<file path="src/rtl/draw_arbiter.sv">
// draw_arbiter: round-robin share of one rectangle engine between
// NREQ object requesters, one-cycle ack per finished or skipped object.
module draw_arbiter #(
  parameter int NREQ = 4
) (
  input  logic              clk,
  input  logic              reset,
  input  logic [NREQ-1:0]   req,
  input  logic [8*NREQ-1:0] x_in,
  input  logic [7*NREQ-1:0] y_in,
  input  logic [5*NREQ-1:0] width,
  input  logic [5*NREQ-1:0] height,
  input  logic [3*NREQ-1:0] c_in,
  input  logic              drw_done,
  output logic [7:0]        drw_x,
  output logic [6:0]        drw_y,
  output logic [4:0]        drw_w,
  output logic [4:0]        drw_h,
  output logic [2:0]        drw_c,
  output logic              drw_enable,
  output logic              plot,
  output logic [NREQ-1:0]   grant,
  output logic [NREQ-1:0]   ack,
  output logic              busy
);

  localparam int PW = (NREQ > 1) ? $clog2(NREQ) : 1;

  typedef enum logic [1:0] {
    S_IDLE,
    S_DRAW,
    S_ACK
  } state_t;

  state_t          r_state;
  state_t          w_next;
  logic [PW-1:0]   r_ptr;
  logic [PW-1:0]   r_win;
  logic [PW-1:0]   w_pick;
  logic            w_found;
  logic            w_load;
  logic [NREQ-1:0] r_grant;

  logic [7:0] r_x;
  logic [6:0] r_y;
  logic [4:0] r_w;
  logic [4:0] r_h;
  logic [2:0] r_c;

  logic [7:0] w_x;
  logic [6:0] w_y;
  logic [4:0] w_w;
  logic [4:0] w_h;
  logic [2:0] w_c;

  // first requester at or after the pointer, wrapping
  always_comb begin : search
    int t;
    w_found = 1'b0;
    w_pick  = '0;
    t       = 0;
    for (int k = 0; k < NREQ; k++) begin
      t = int'(r_ptr) + k;
      if (t >= NREQ) t = t - NREQ;
      if (!w_found && req[t]) begin
        w_found = 1'b1;
        w_pick  = PW'(t);
      end
    end
  end

  always_comb begin
    w_x = x_in[int'(w_pick)*8 +: 8];
    w_y = y_in[int'(w_pick)*7 +: 7];
    w_w = width[int'(w_pick)*5 +: 5];
    w_h = height[int'(w_pick)*5 +: 5];
    w_c = c_in[int'(w_pick)*3 +: 3];
  end

  always_comb begin
    w_next = r_state;
    w_load = 1'b0;
    unique case (r_state)
      S_IDLE: begin
        if (w_found) begin
          w_load = 1'b1;
          if (w_w == 5'd0 || w_h == 5'd0) w_next = S_ACK;
          else                            w_next = S_DRAW;
        end
      end
      S_DRAW: begin
        if (drw_done) w_next = S_ACK;
      end
      S_ACK: begin
        w_next = S_IDLE;
      end
      default: w_next = S_IDLE;
    endcase
  end

  always_ff @(posedge clk or negedge reset) begin
    if (!reset) begin
      r_state <= S_IDLE;
      r_ptr   <= '0;
      r_win   <= '0;
      r_grant <= '0;
      r_x     <= '0;
      r_y     <= '0;
      r_w     <= '0;
      r_h     <= '0;
      r_c     <= '0;
    end else begin
      r_state <= w_next;
      if (w_load) begin
        r_win   <= w_pick;
        r_grant <= NREQ'(1) << w_pick;
        r_x     <= w_x;
        r_y     <= w_y;
        r_w     <= w_w;
        r_h     <= w_h;
        r_c     <= w_c;
      end
      if (r_state == S_ACK) begin
        r_grant <= '0;
        r_ptr   <= (r_win == PW'(NREQ - 1)) ? '0 : r_win + PW'(1);
      end
    end
  end

  // combinational so the engine never starts a second pass on done
  assign drw_enable = (r_state == S_DRAW) && !drw_done;
  assign plot       = drw_enable;
  assign ack        = (r_state == S_ACK) ? r_grant : '0;
  assign busy       = (r_state != S_IDLE);
  assign grant      = r_grant;
  assign drw_x      = r_x;
  assign drw_y      = r_y;
  assign drw_w      = r_w;
  assign drw_h      = r_h;
  assign drw_c      = r_c;

endmodule
</file>
<file path="config.mk">
export PLATFORM = sky130hd
export DESIGN_NAME = draw_arbiter
export DESIGN_NICKNAME = d
export VERILOG_FILES = /design/src/rtl/draw_arbiter.sv
export SDC_FILE = /design/constraint.sdc
export NUM_CORES = 1
export LEC_CHECK = 0
export BUFFER_PORTS_ARGS = -buffer_cell sky130_fd_sc_hd__buf_2
export CAP_MARGIN = 20
export CORE_ASPECT_RATIO = 0.75
export CORE_MARGIN = 8
export CORE_UTILIZATION = 35
export DETAILED_ROUTE_END_ITERATION = 16
export PLACE_DENSITY = 0.68
export SLEW_MARGIN = 10
export SYNTH_ARGS = -nofsm -noshare
export SYNTH_HDL_FRONTEND = slang
export SYNTH_SLANG_ARGS = --single-unit
</file>
<file path="constraint.sdc">
create_clock -name clk -period 3.2 [get_ports clk]
set_input_delay 0.16 -clock clk [delete_from_list [all_inputs] [get_ports clk]]
set_output_delay 0.16 -clock clk [all_outputs]
set_load 0.01 [all_outputs]
</file>
# [Word level (Yosys, flattened, before mapping)]
# Index checks and enable logic that the tools add are counted.
[word_totals] wordCells=88 register_bits=38 inputBits=119 output_inout_bits=39
[op_classes] magnitude_cmp=8 shift=6 addsub=8 mux=34 multipliers=3 eq_ne=5 n_reduce_logical=15
[ops] cell="$lt 32x4->1 const B" count=4
[ops] cell="$mux 32" count=4
[ops] cell="$shiftx 20x32->5" count=1
[ops] cell="$shiftx 32x6->8" count=1
[ops] cell="$shiftx 28x6->7" count=1
[ops] cell="$shiftx 20x6->5" count=1
[ops] cell="$mux 2" count=8
[ops] cell="$mux 1" count=14
[ops] cell="$mux 4" count=3
[ops] cell="$shiftx 12x5->3" count=1
[ops] cell="$sub 3x3->4 const B" count=3
[ops] cell="$logic_not 5->1" count=2
[ops] cell="$mul 2x3->5 const B" count=2
[ops] cell="$ge 3x3->1 const B" count=3
[ops] cell="$bmux 1 s2" count=4
[ops] cell="$add 2x2->3 const B" count=2
[ops] cell="$eq 2x2->1 const B" count=2
[ops] cell="$logic_and 1x1->1" count=4
[ops] cell="$logic_not 1->1" count=4
[ops] cell="$mul 2x2->4 const B" count=1
[ops] cell="$ne 2x2->1 const B" count=2
[ops] cell="$pmux 2 s2" count=1
[ops] cell="$reduce_bool 2->1" count=2
[ops] cell="$shl 1x2->4 const A" count=1
[ops] cell="8 further kinds" count=8

# [Depth between registers and ports, before layout]
# Gate-level depths: netlist (run 1).
[depth] ltp_word=22 depth_mapped=11 mapped_depth_nobuf=8

# [Worst setup path before layout (run 1)]
# Ideal clock, no wire load.
[synth_timing] kind="flip-flop to flip-flop" from="register r_ptr[1]" to="register r_state[1]" arrival_ns=1.901 setup_time_ns=0.075 path_slack_ns=1.224 required_ns=3.125 path_buffers=2 period_less_slack_ns=1.976 path_stages_with_launch=11 path_cell_list="dfrtp_1 > buf_4 > nand2b_1 > a21oi_1 > nand2b_1 > buf_6 > mux2i_1 > mux2_2 > nand2_1 > o32a_1 > o21ai_2"
[synth_between] elab_chain_len=22 word_cells_on_any_way=52 cone_classes="add/sub (7); mul (1); order compare (4); eq/ne (1); shift (2); mux (27); reduce/logical (10)"
[synth_rtl] item="start, declared" line="37" rtl="logic [PW-1:0] r_ptr;"
[synth_rtl] item="start signal, assigned" line="125" rtl="r_ptr <= (r_win == PW'(NREQ - 1)) ? '0 : r_win + PW'(1);"
[synth_rtl] item="parallel branches: the longest is 22 deep, another holds $sub 3x3->4"
[synth_rtl] item="end signal, assigned" line="113" rtl="r_state <= w_next;"
[synth_rtl] item="end, declared" line="35" rtl="state_t r_state;"
# Several ways; the timed one is not identified. The select of a mux whose other input is x is not followed.
# A chain may end at the register's enable or synchronous reset.

# [Final worst setup path (run 1)]
# Ends and elaborated chain as after synthesis.

==> results of run 1 <==
==> per-layer routing <==
metal / GRT usage, % / wire (um) / vias to the layer above
met5: 0 / 0 / -
met2: 28.7 / 3980 / 80
met1: 16.2 / 3300 / 1199
met3: 6.34 / 657 / 4
met4: 3.25 / 32 / 0
li1: - / - / 1394
==> state kept, by name (all words and copies together) (netlist names) <==
register,cells
r_state,2
drw_w,5
drw_x,8
drw_h,5
r_win,2
grant,4
r_ptr,2
drw_c,3
drw_y,7
==> worst reg2reg max path, stage by stage (launching register included) <==
cell	delay (ns)
dfrtp_1	0.45
nand2b_1	0.20
a21oi_1	0.28
nand2b_2	0.57
mux2i_1	0.26
mux2_2	0.18
nand2_1	0.07
o32a_1	0.34
o21ai_2	0.10
==> power by group through the flow <==
stage	registers [uW]	logic, uW	clock network [uW]
2_1_floorplan	948	1020	0
3_3_place_gp	866	1570	0
3_5_place_dp	871	1610	0
4_1_cts	866	1610	516
5_1_grt	901	1830	536
6_report	865	1620	499
==> how the worst max path moves through the flow <==
| stage | startpoint | endpoint | slack, ns | cells past startpoint |
|---|---|---|---|---|
| after floorplan | r_ptr[1] | r_state[1] | 1.22 | 10 |
| after global placement | r_ptr[1] | r_state[0] | 0.79 | 8 |
| after detailed placement | r_ptr[1] | r_state[0] | 0.71 | 8 |
| after CTS | r_ptr[1] | r_state[1] | 0.69 | 8 |
| after global routing | r_ptr[1] | r_state[1] | 0.52 | 8 |
| final | r_ptr[1] | r_state[1] | 0.68 | 8 |
==> synth_stat cells (all sizes together) <==
library cell	instances	area (um2)
a211oi	1	12.5
a21o	1	7.51
a21oi	3	15.0
a22o	1	8.76
a2bb2oi	1	15.0
a31oi	1	6.26
and2	5	33.8
buf	17	92.6
clkbuf	8	30.0
dfrtp	38	951
ha	1	12.5
mux2	10	113
mux2i	20	200
nand2	79	297
nand2b	4	25.0
nand3	23	115
nand3b	1	7.51
nor2	57	214
nor2b	2	12.5
nor3b	1	7.51
o21ai	49	249
o21bai	1	7.51
o31ai	3	22.5
o32a	1	10.0
o32ai	1	8.76
or2	1	6.26
==> metrics by stage <==
stage	instances	instance area, um2
after CTS	558	3430
after global placement	550	3290
after global routing	559	3460
final	559	3460
after detailed placement	550	3290
after floorplan	330	2480
==> area by class of cell <==
type,instances,area (um2),share of cell area [%]
clock buffer,6,82.6,2.39
sequential,38,951,27.5
tap,84,105,3.04
timing repair buffer,162,843,24.4
clock inverter,2,60.1,1.73
multi-input combinational,267,1420,41.0
==> cell families (layout without fill, tap and decap cells) <==
family,Yosys count,after routing,share of synthesized area [%]
buffers and inverters,25,170,4.94
and+or+nand+nor,173,173,29.0
muxes,30,30,12.6
DFF,38,38,38.3
AOI/OAI and AO/OA,63,63,14.6
adders and majority gates,1,1,0.504
==> metrics, run 1 <==
status complete, but fails checks; failing checks negative hold slack; Setup WS pre-CTS 0.706 ns; GRT overflow 0; largest net degree at the start of global routing 70; LEAKAGE 0.00186 uW; Clk pwr share 16.7%; CTS clk-pin slew, worst paths 0.08 ns; Hold Violations, Final 24; IO Count 158; Worst Slack Setup Final 0.682 ns; final wirelength 7970 um; Distinct cells, synth 32; Sink Count 38; commonest cells after routing, fill and taps aside buf_2 (157), nand2_1 (78), nor2_1 (57); commonest non-fill, non-tap cell in the layout buf_2; DR pass1 iterations 4; worst r2r src r_ptr[1]; diode count 0; Reg power frac 29.0%; post-DP HPWL 6350 um; CP Launch Type register; clock tree buffer depth 2; Die ar. 0.0101 mm2; Post-CTS Hold Fix Bufs 0; final worst path period need 2.52 ns; setup TNS 0 ns; FF-to-FF setup slack 0.68 ns; Clk Latency, worst-skew pair 0.28 ns; Root Buffer clkbuf_8; Worst EP required 3.42 ns; post-DR vias/cell 4.79; Max Freq 397 MHz; Die Y 88.9 um; fillcell total 679; Overall Power 2980 uW; Num CTS Buffers 5; CP arrival 2.74 ns; Synthesis Warnings 0; unrepaired setup endpoints after global routing no; GRT Resource Usage Total 15.4%; CTS tree built; Reg2Reg Depth 8; Vias 2,677; peak supply drop 0.401 mV; Cells after Synth 330; internal power 1740 uW; Critical Setup Path Class reg2reg; Setup Fix Bufs, Post-CTS 0; vias in the first global route 2,796; layout cells sized above 1 39.4%; CP max stage delay 0.57 ns; Critical Path Slowest Stage Cell nand2b_2; worst-path cell chain nand2b_1 > a21oi_1 > nand2b_2 > mux2i_1 > mux2_2 > nand2_1 > o32a_1 > o21ai_2; Yosys reg bits 38; CP Capture Type register; Slew @ Worst Pin 0.868 ns; family with the most delay on the worst path simple AND/OR/NAND/NOR gates; number of placement rows 26; Initial Util 36.3%; worst rel slew slack 42.1%; RePlAce Congestion 0.760; share of the yosys chip area belonging to registers 38.3%; global-route wire length before repair 12,800 um; antenna-violating nets left 0; # nets final 594; Psw 1250 uW; Comb power frac 54.3%; CP max FO 20; synthesized net count 450; H-tree Lvls 2; Switching Fraction 41.9%; Max Cap Viol 0; Hold Path Class in2async; number of buffer and inverter stages on the critical path 0; WHS -0.0152 ns; die width 113 um; reg-to-reg endpoint r_state[1]; Final Slew Violations 0; final period utilization 78.7%; core area 0.00683 mm2; Final setup viols 0; Post-Synthesis Cell Area 0.00248 mm2; Post-CTS Resized 0; Synth Area per Inst 7.51 um2; clock skew 0.00741 ns; Area Overhead vs Synth 39.6%; DRC Markers 0; Avg WL per Cell 14.3 um; drt first-iter violations 69; I/O Buffers 157; PD cells 862 mW/mm2; initial antenna violation count 0; final core utilization 50.7%
No activity file was read; power rests on OpenSTA's default activity.
==> inputs of run 2 (changes only) <==
==> constraint.sdc (replaced) <==
create_clock -name clk -period 2.4 [get_ports clk]
set_input_delay 0.12 -clock clk [delete_from_list [all_inputs] [get_ports clk]]
set_output_delay 0.12 -clock clk [all_outputs]
set_load 0.01 [all_outputs]
==> metrics, run 2 (same netlist as run 1, synthesis figures left out) <==
status completed; CP Launch Type register; GRT Resource Usage Total 15.9% (+0.44 points); Reg2Reg Depth 9 (+1); max reg flops 8 (unchanged); number of buffer and inverter stages on the critical path 1 (+1); number of placement rows 26 (unchanged); Setup Fix Bufs, Post-CTS 0 (unchanged); Top Usage Layer GRT met2; Max Cap Viol 0 (unchanged); die width 113 um (unchanged); I/O Buffers 157 (unchanged); drt first-iter violations 77 (+12%); Overall Power 3740 uW (+25%); Worst EP required 2.61 ns (-0.81 ns); final worst path period need 2.25 ns (-0.272 ns); clock skew 0.00598 ns (-0.00143 ns); Area Overhead vs Synth 37.8%; Hold Path Class in2reg; LEAKAGE 0.00185 uW (-0.97%); final period utilization 93.6% (+15 points); Global Route met1 Usage 17.6% (+1.4 points); Clk Latency, worst-skew pair 0.28 ns (about the same); Critical Path Slowest Stage Cell dfrtp_1; largest net degree at the start of global routing 46 (-34%); commonest non-fill, non-tap cell in the layout buf_2; Avg WL per Cell 14.5 um (+1.8%); commonest cells after routing, fill and taps aside buf_2 (157), nand2_1 (78), nor2_1 (57); Critical Setup Path Class reg2reg; CTS clk-pin slew, worst paths 0.07 ns (about the same); family with the most delay on the worst path compound AO/OA/AOI/OAI gates; Die Y 88.9 um (unchanged); # nets final 596 (+0.34%); Vias 2,705 (+1.0%); layout cells sized above 1 39.2% (-0.21 points); initial antenna violation count 0 (unchanged); Final setup viols 0 (unchanged); RePlAce Congestion 0.834 (+9.7%); CTS tree built; DRC Markers 0 (unchanged); CP max stage delay 0.45 ns (-0.12 ns); Sink Count 38 (unchanged); CP max FO 26 (+30%); Root Buffer clkbuf_8; Max Freq 445 MHz (+12%); final core utilization 50.0% (-0.66 points); H-tree Lvls 2 (unchanged); post-DR vias/cell 4.84 (+1.0%); post-DP HPWL 6430 um (+1.4%); peak supply drop 0.436 mV (+8.9%); final wirelength 8120 um (+1.8%); CP arrival 2.46 ns (-0.28 ns); Final Slew Violations 0 (unchanged); worst rel slew slack 40.8% (-1.3 points); core area 0.00683 mm2 (unchanged); CP Capture Type register; met3 Usage GRT 6.34% (unchanged); Die ar. 0.0101 mm2 (unchanged); worst-path cell chain nand2b_1 > a21oi_1 > nand2b_4 > buf_12 > mux2i_1 > mux2_2 > nand2_1 > o32a_1 > o21ai_2; Initial Util 36.3% (unchanged); diode count 0 (unchanged); Critical Path Stages 9 (+1); antenna-violating nets left 0 (unchanged); fillcell total 681 (+0.29%); DR pass1 iterations 4 (unchanged); met2 Resource Use GR 27.9% (-0.81 points); Slew @ Worst Pin 0.887 ns (+0.0194 ns); PD cells 1090 mW/mm2 (+27%); vias in the first global route 2,804 (+0.29%); Num CTS Buffers 5 (unchanged); hold path depth 3; global-route wire length before repair 13,000 um (+2.0%); Hold Violations, Final 0 (-100%); IO Count 158 (unchanged); GRT overflow 0 (unchanged); clock tree buffer depth 2 (unchanged)
## run 2: cell types whose count changed in the layout (fill, tap and decap cells not counted)
cell,previous run,this run
nand2b_4,0,1
dlygate4sd3_1,0,1
buf_4,4,5
buf_12,0,1
buf_16,1,0
nand2b_2,1,0
bufinv_16,2,0
## run 2: path summary, 6_finish.rpt
path	from	endpoint	slack, ns
max	r_ptr[1]	r_state[1]	0.15
min	drw_done	r_state[1]	0.14
max reg2reg	r_ptr[1]	r_state[1]	0.15
min reg2reg	drw_x[7]	drw_x[7]	0.48
max in group asynchronous	reset	grant[2]	1.34
min in group asynchronous	reset	drw_w[0]	0.50
## run 2: report_power, final
part	internal [uW]	total (uW)	switching (uW)
Combinational	885	2150	1260
Clock	222	430	209
Sequential	965	1160	197
Total	2070	3740	1670
## run 2: through the flow
stage | instance area, um2 | std cells | hold WS (ns) | TNS [ns] | setup slack (ns)
floorplan | 2480 | 330 | -0.176 | 0 | 0.424
global placement | 3320 | 552 | 0.274 | 0 | 0.278
detailed placement | 3320 | 552 | 0.293 | 0 | 0.151
CTS | 3410 | 559 | 0.124 | 0 | 0.121
global route | 3420 | 559 | 0.160 | -0.0206 | -0.0202
finish | 3420 | 559 | 0.142 | 0 | 0.154
## run 2: worst register-to-register path, delay by kind of cell, from the launching register on
family                 cells  cell delay, ns
and+or+nand+nor            3            0.49
AOI/OAI and AO/OA          3            0.61
DFF                        1            0.45
buffers and inverters      1            0.20
muxes                      2            0.43
## run 2: layout make-up
cell class / instances / area (um2) / area share, %
Clock buffer: 6 / 82.6 / 2.42
Multi-Input combinational cell: 267 / 1430 / 41.7
Sequential cell: 38 / 951 / 27.8
Tap cell: 84 / 105 / 3.08
Timing Repair Buffer: 164 / 853 / 25.0
## run 2: per-layer routing
metal  vias to the layer above  share of wire (%)
met2                        91                 49
met1                      1211                 41
li1                       1394                  -
met3                         9                8.8
met4                         0                1.4
met5                         -                  0
## run 2: timing repair
| action | 4_1_cts | 5_1_grt |
|---|---|---|
| gates resized for setup | 0 | 1 |
| hold buffers | 1 | 0 |
| endpoints found under the setup margin | 0 | 2 |
| hold endpoints to repair | 38 | 0 |
==> inputs of run 3 (changes only) <==
==> constraint.sdc (replaced) <==
create_clock -name clk -period 2.4 [get_ports clk]
set_input_delay 0.48 -clock clk [delete_from_list [all_inputs] [get_ports clk]]
set_output_delay 0.48 -clock clk [all_outputs]
set_load 0.01 [all_outputs]
==> metrics, run 3 (same netlist as run 1, synthesis figures left out) <==
status completed; Num CTS Buffers 5 (unchanged); CTS clk-pin slew, worst paths 0.08 ns (about the same); final core utilization 50.3% (+0.31 points); drt first-iter violations 135 (+75%); FF-to-FF setup slack 0.17 ns (+0.02 ns); footprint of the multi-input gates 0.00142 mm2 (about the same); Critical Setup Path Class reg2reg; global-route wire length before repair 12,800 um (-1.9%); Switching Fraction 44.2% (-0.39 points); post-DR vias/cell 4.80 (-0.80%); Critical Path Slowest Stage Cell dfrtp_1; Hold Violations, Final 0 (unchanged); Clk Latency, worst-skew pair 0.28 ns (about the same); fillcell total 681 (unchanged); GRT overflow 0 (unchanged); DRC Markers 0 (unchanged); peak supply drop 0.429 mV (-1.7%); Vias 2,693 (-0.44%); max reg flops 8 (unchanged); Reg power frac 30.6% (-0.5 points); Reg area 951 um2 (unchanged); family with the most delay on the worst path compound AO/OA/AOI/OAI gates; clock skew 0.00408 ns (-0.00190 ns); setup TNS 0 ns (unchanged); clock tree buffer depth 2 (unchanged); Final setup viols 0 (unchanged); number of placement rows 26 (unchanged); Max Cap Viol 0 (unchanged); Overall Power 3800 uW (+1.6%); initial antenna violation count 0 (unchanged); GRT Resource Usage Total 15.5% (-0.39 points); Max Freq 449 MHz (+0.79%); Sink Count 38 (unchanged); CP max stage delay 0.45 ns (about the same); CP arrival 2.44 ns (-0.02 ns); largest net degree at the start of global routing 39 (-15%); Root Buffer clkbuf_8; Post-CTS Hold Fix Bufs 0 (-1); diode count 0 (unchanged); commonest cells after routing, fill and taps aside buf_2 (157), nand2_1 (78), nor2_1 (57); Comb power frac 57.5% (about the same); final period utilization 92.9% (-0.73 points); internal power 2120 uW (+2.3%); H-tree Lvls 2 (unchanged); Psw 1680 uW (+0.67%); layout cells sized above 1 39.8% (+0.67 points); LEAKAGE 0.00185 uW (+0.26%); commonest non-fill, non-tap cell in the layout buf_2; CP Capture Type register; RePlAce Congestion 0.810 (-2.8%); unrepaired setup endpoints after global routing no; Die ar. 0.0101 mm2 (unchanged); I/O Buffers 157 (unchanged); Avg WL per Cell 14.0 um (-3.6%); PD cells 1100 mW/mm2 (+0.93%); worst-path cell chain nand2b_1 > a21oi_2 > nand2b_2 > buf_12 > mux2i_1 > mux2_2 > nand2_1 > o32a_1 > o21ai_2; IO Count 158 (unchanged); number of buffer and inverter stages on the critical path 1 (unchanged); antenna-violating nets left 0 (unchanged); Worst EP required 2.61 ns (about the same); Initial Util 36.3% (unchanged); Hold Path Class in2async; die width 113 um (unchanged); final wirelength 7850 um (-3.2%); Slew @ Worst Pin 0.850 ns (-0.0375 ns); worst rel slew slack 43.3% (+2.5 points); # nets final 596 (unchanged); CP Launch Type register; Clk pwr share 12.0% (+0.5 points); Die Y 88.9 um (unchanged); CP max FO 30 (+15%); post-DP HPWL 6440 um (about the same); CTS tree built; DR pass1 iterations 4 (unchanged); vias in the first global route 2,825 (+0.75%); Final Slew Violations 0 (unchanged); Area Overhead vs Synth 38.6%; final worst path period need 2.23 ns (-0.0175 ns); core area 0.00683 mm2 (unchanged)
run 3: repair_timing:
| item | 4_1_cts | 5_1_grt |
|---|---|---|
| resized for setup | 0 | 1 |
| endpoints found under the setup margin | 0 | 2 |
| buffers inserted | 0 | 0 |
run 3: final cells by class:
type,instances,share of cell area (%)
timing repair buffer,164,25.1
clock inverter,2,0.364
multi-input combinational,267,41.4
clock buffer,6,2.40
tap,84,3.06
sequential,38,27.7
run 3: final timing paths:
kind | startpoint | endpoint | cells after the start
setup / recovery | r_ptr[1] | r_state[1] | 9
hold / removal | reset | drw_c[2] | 1
setup reg to reg | r_ptr[1] | r_state[1] | 9
hold reg to reg | drw_c[1] | drw_c[1] | 2
max in group asynchronous | reset | grant[3] | 1
min in group clk | drw_c[1] | drw_c[1] | 2
run 3: per-layer routing:
layer | up-vias | wire, um | global-route usage (%) | part of all wire, %
met3 | 2 | 630 | 6.28 | 8.0
met1 | 1216 | 3340 | 16.8 | 43
met2 | 81 | 3860 | 28.2 | 49
met4 | 0 | 23 | 3.37 | 0.29
met5 | - | 0 | 0 | 0
li1 | 1394 | - | - | -
run 3: metrics by stage:
stage          area [um2]  hold WS (ns)  instances  setup slack (ns)
6_report             3440         0.302        561             0.171
5_1_grt              3440         0.363        561            0.0617
4_1_cts              3430         0.329        561            0.0971
3_5_place_dp         3340         0.474        553            0.0903
3_3_place_gp         3340         0.463        553             0.143
2_1_floorplan        2480         0.184        330             0.424
run 3: power groups by stage:
stage | clock network [uW] | logic, uW | registers, uW
detailed placement | 0 | 2230 | 1170
finish | 455 | 2180 | 1160
CTS | 471 | 2230 | 1170
global route | 499 | 2470 | 1210
global placement | 0 | 2180 | 1160
floorplan | 0 | 1360 | 1260
run 3: worst reg2reg max path, cell delays in order (launching register included):
cell and delay (ns):
dfrtp_1 0.45, nand2b_1 0.21, a21oi_2 0.21, nand2b_2 0.19, buf_12 0.20, mux2i_1 0.21
mux2_2 0.18, nand2_1 0.06, o32a_1 0.34, o21ai_2 0.11
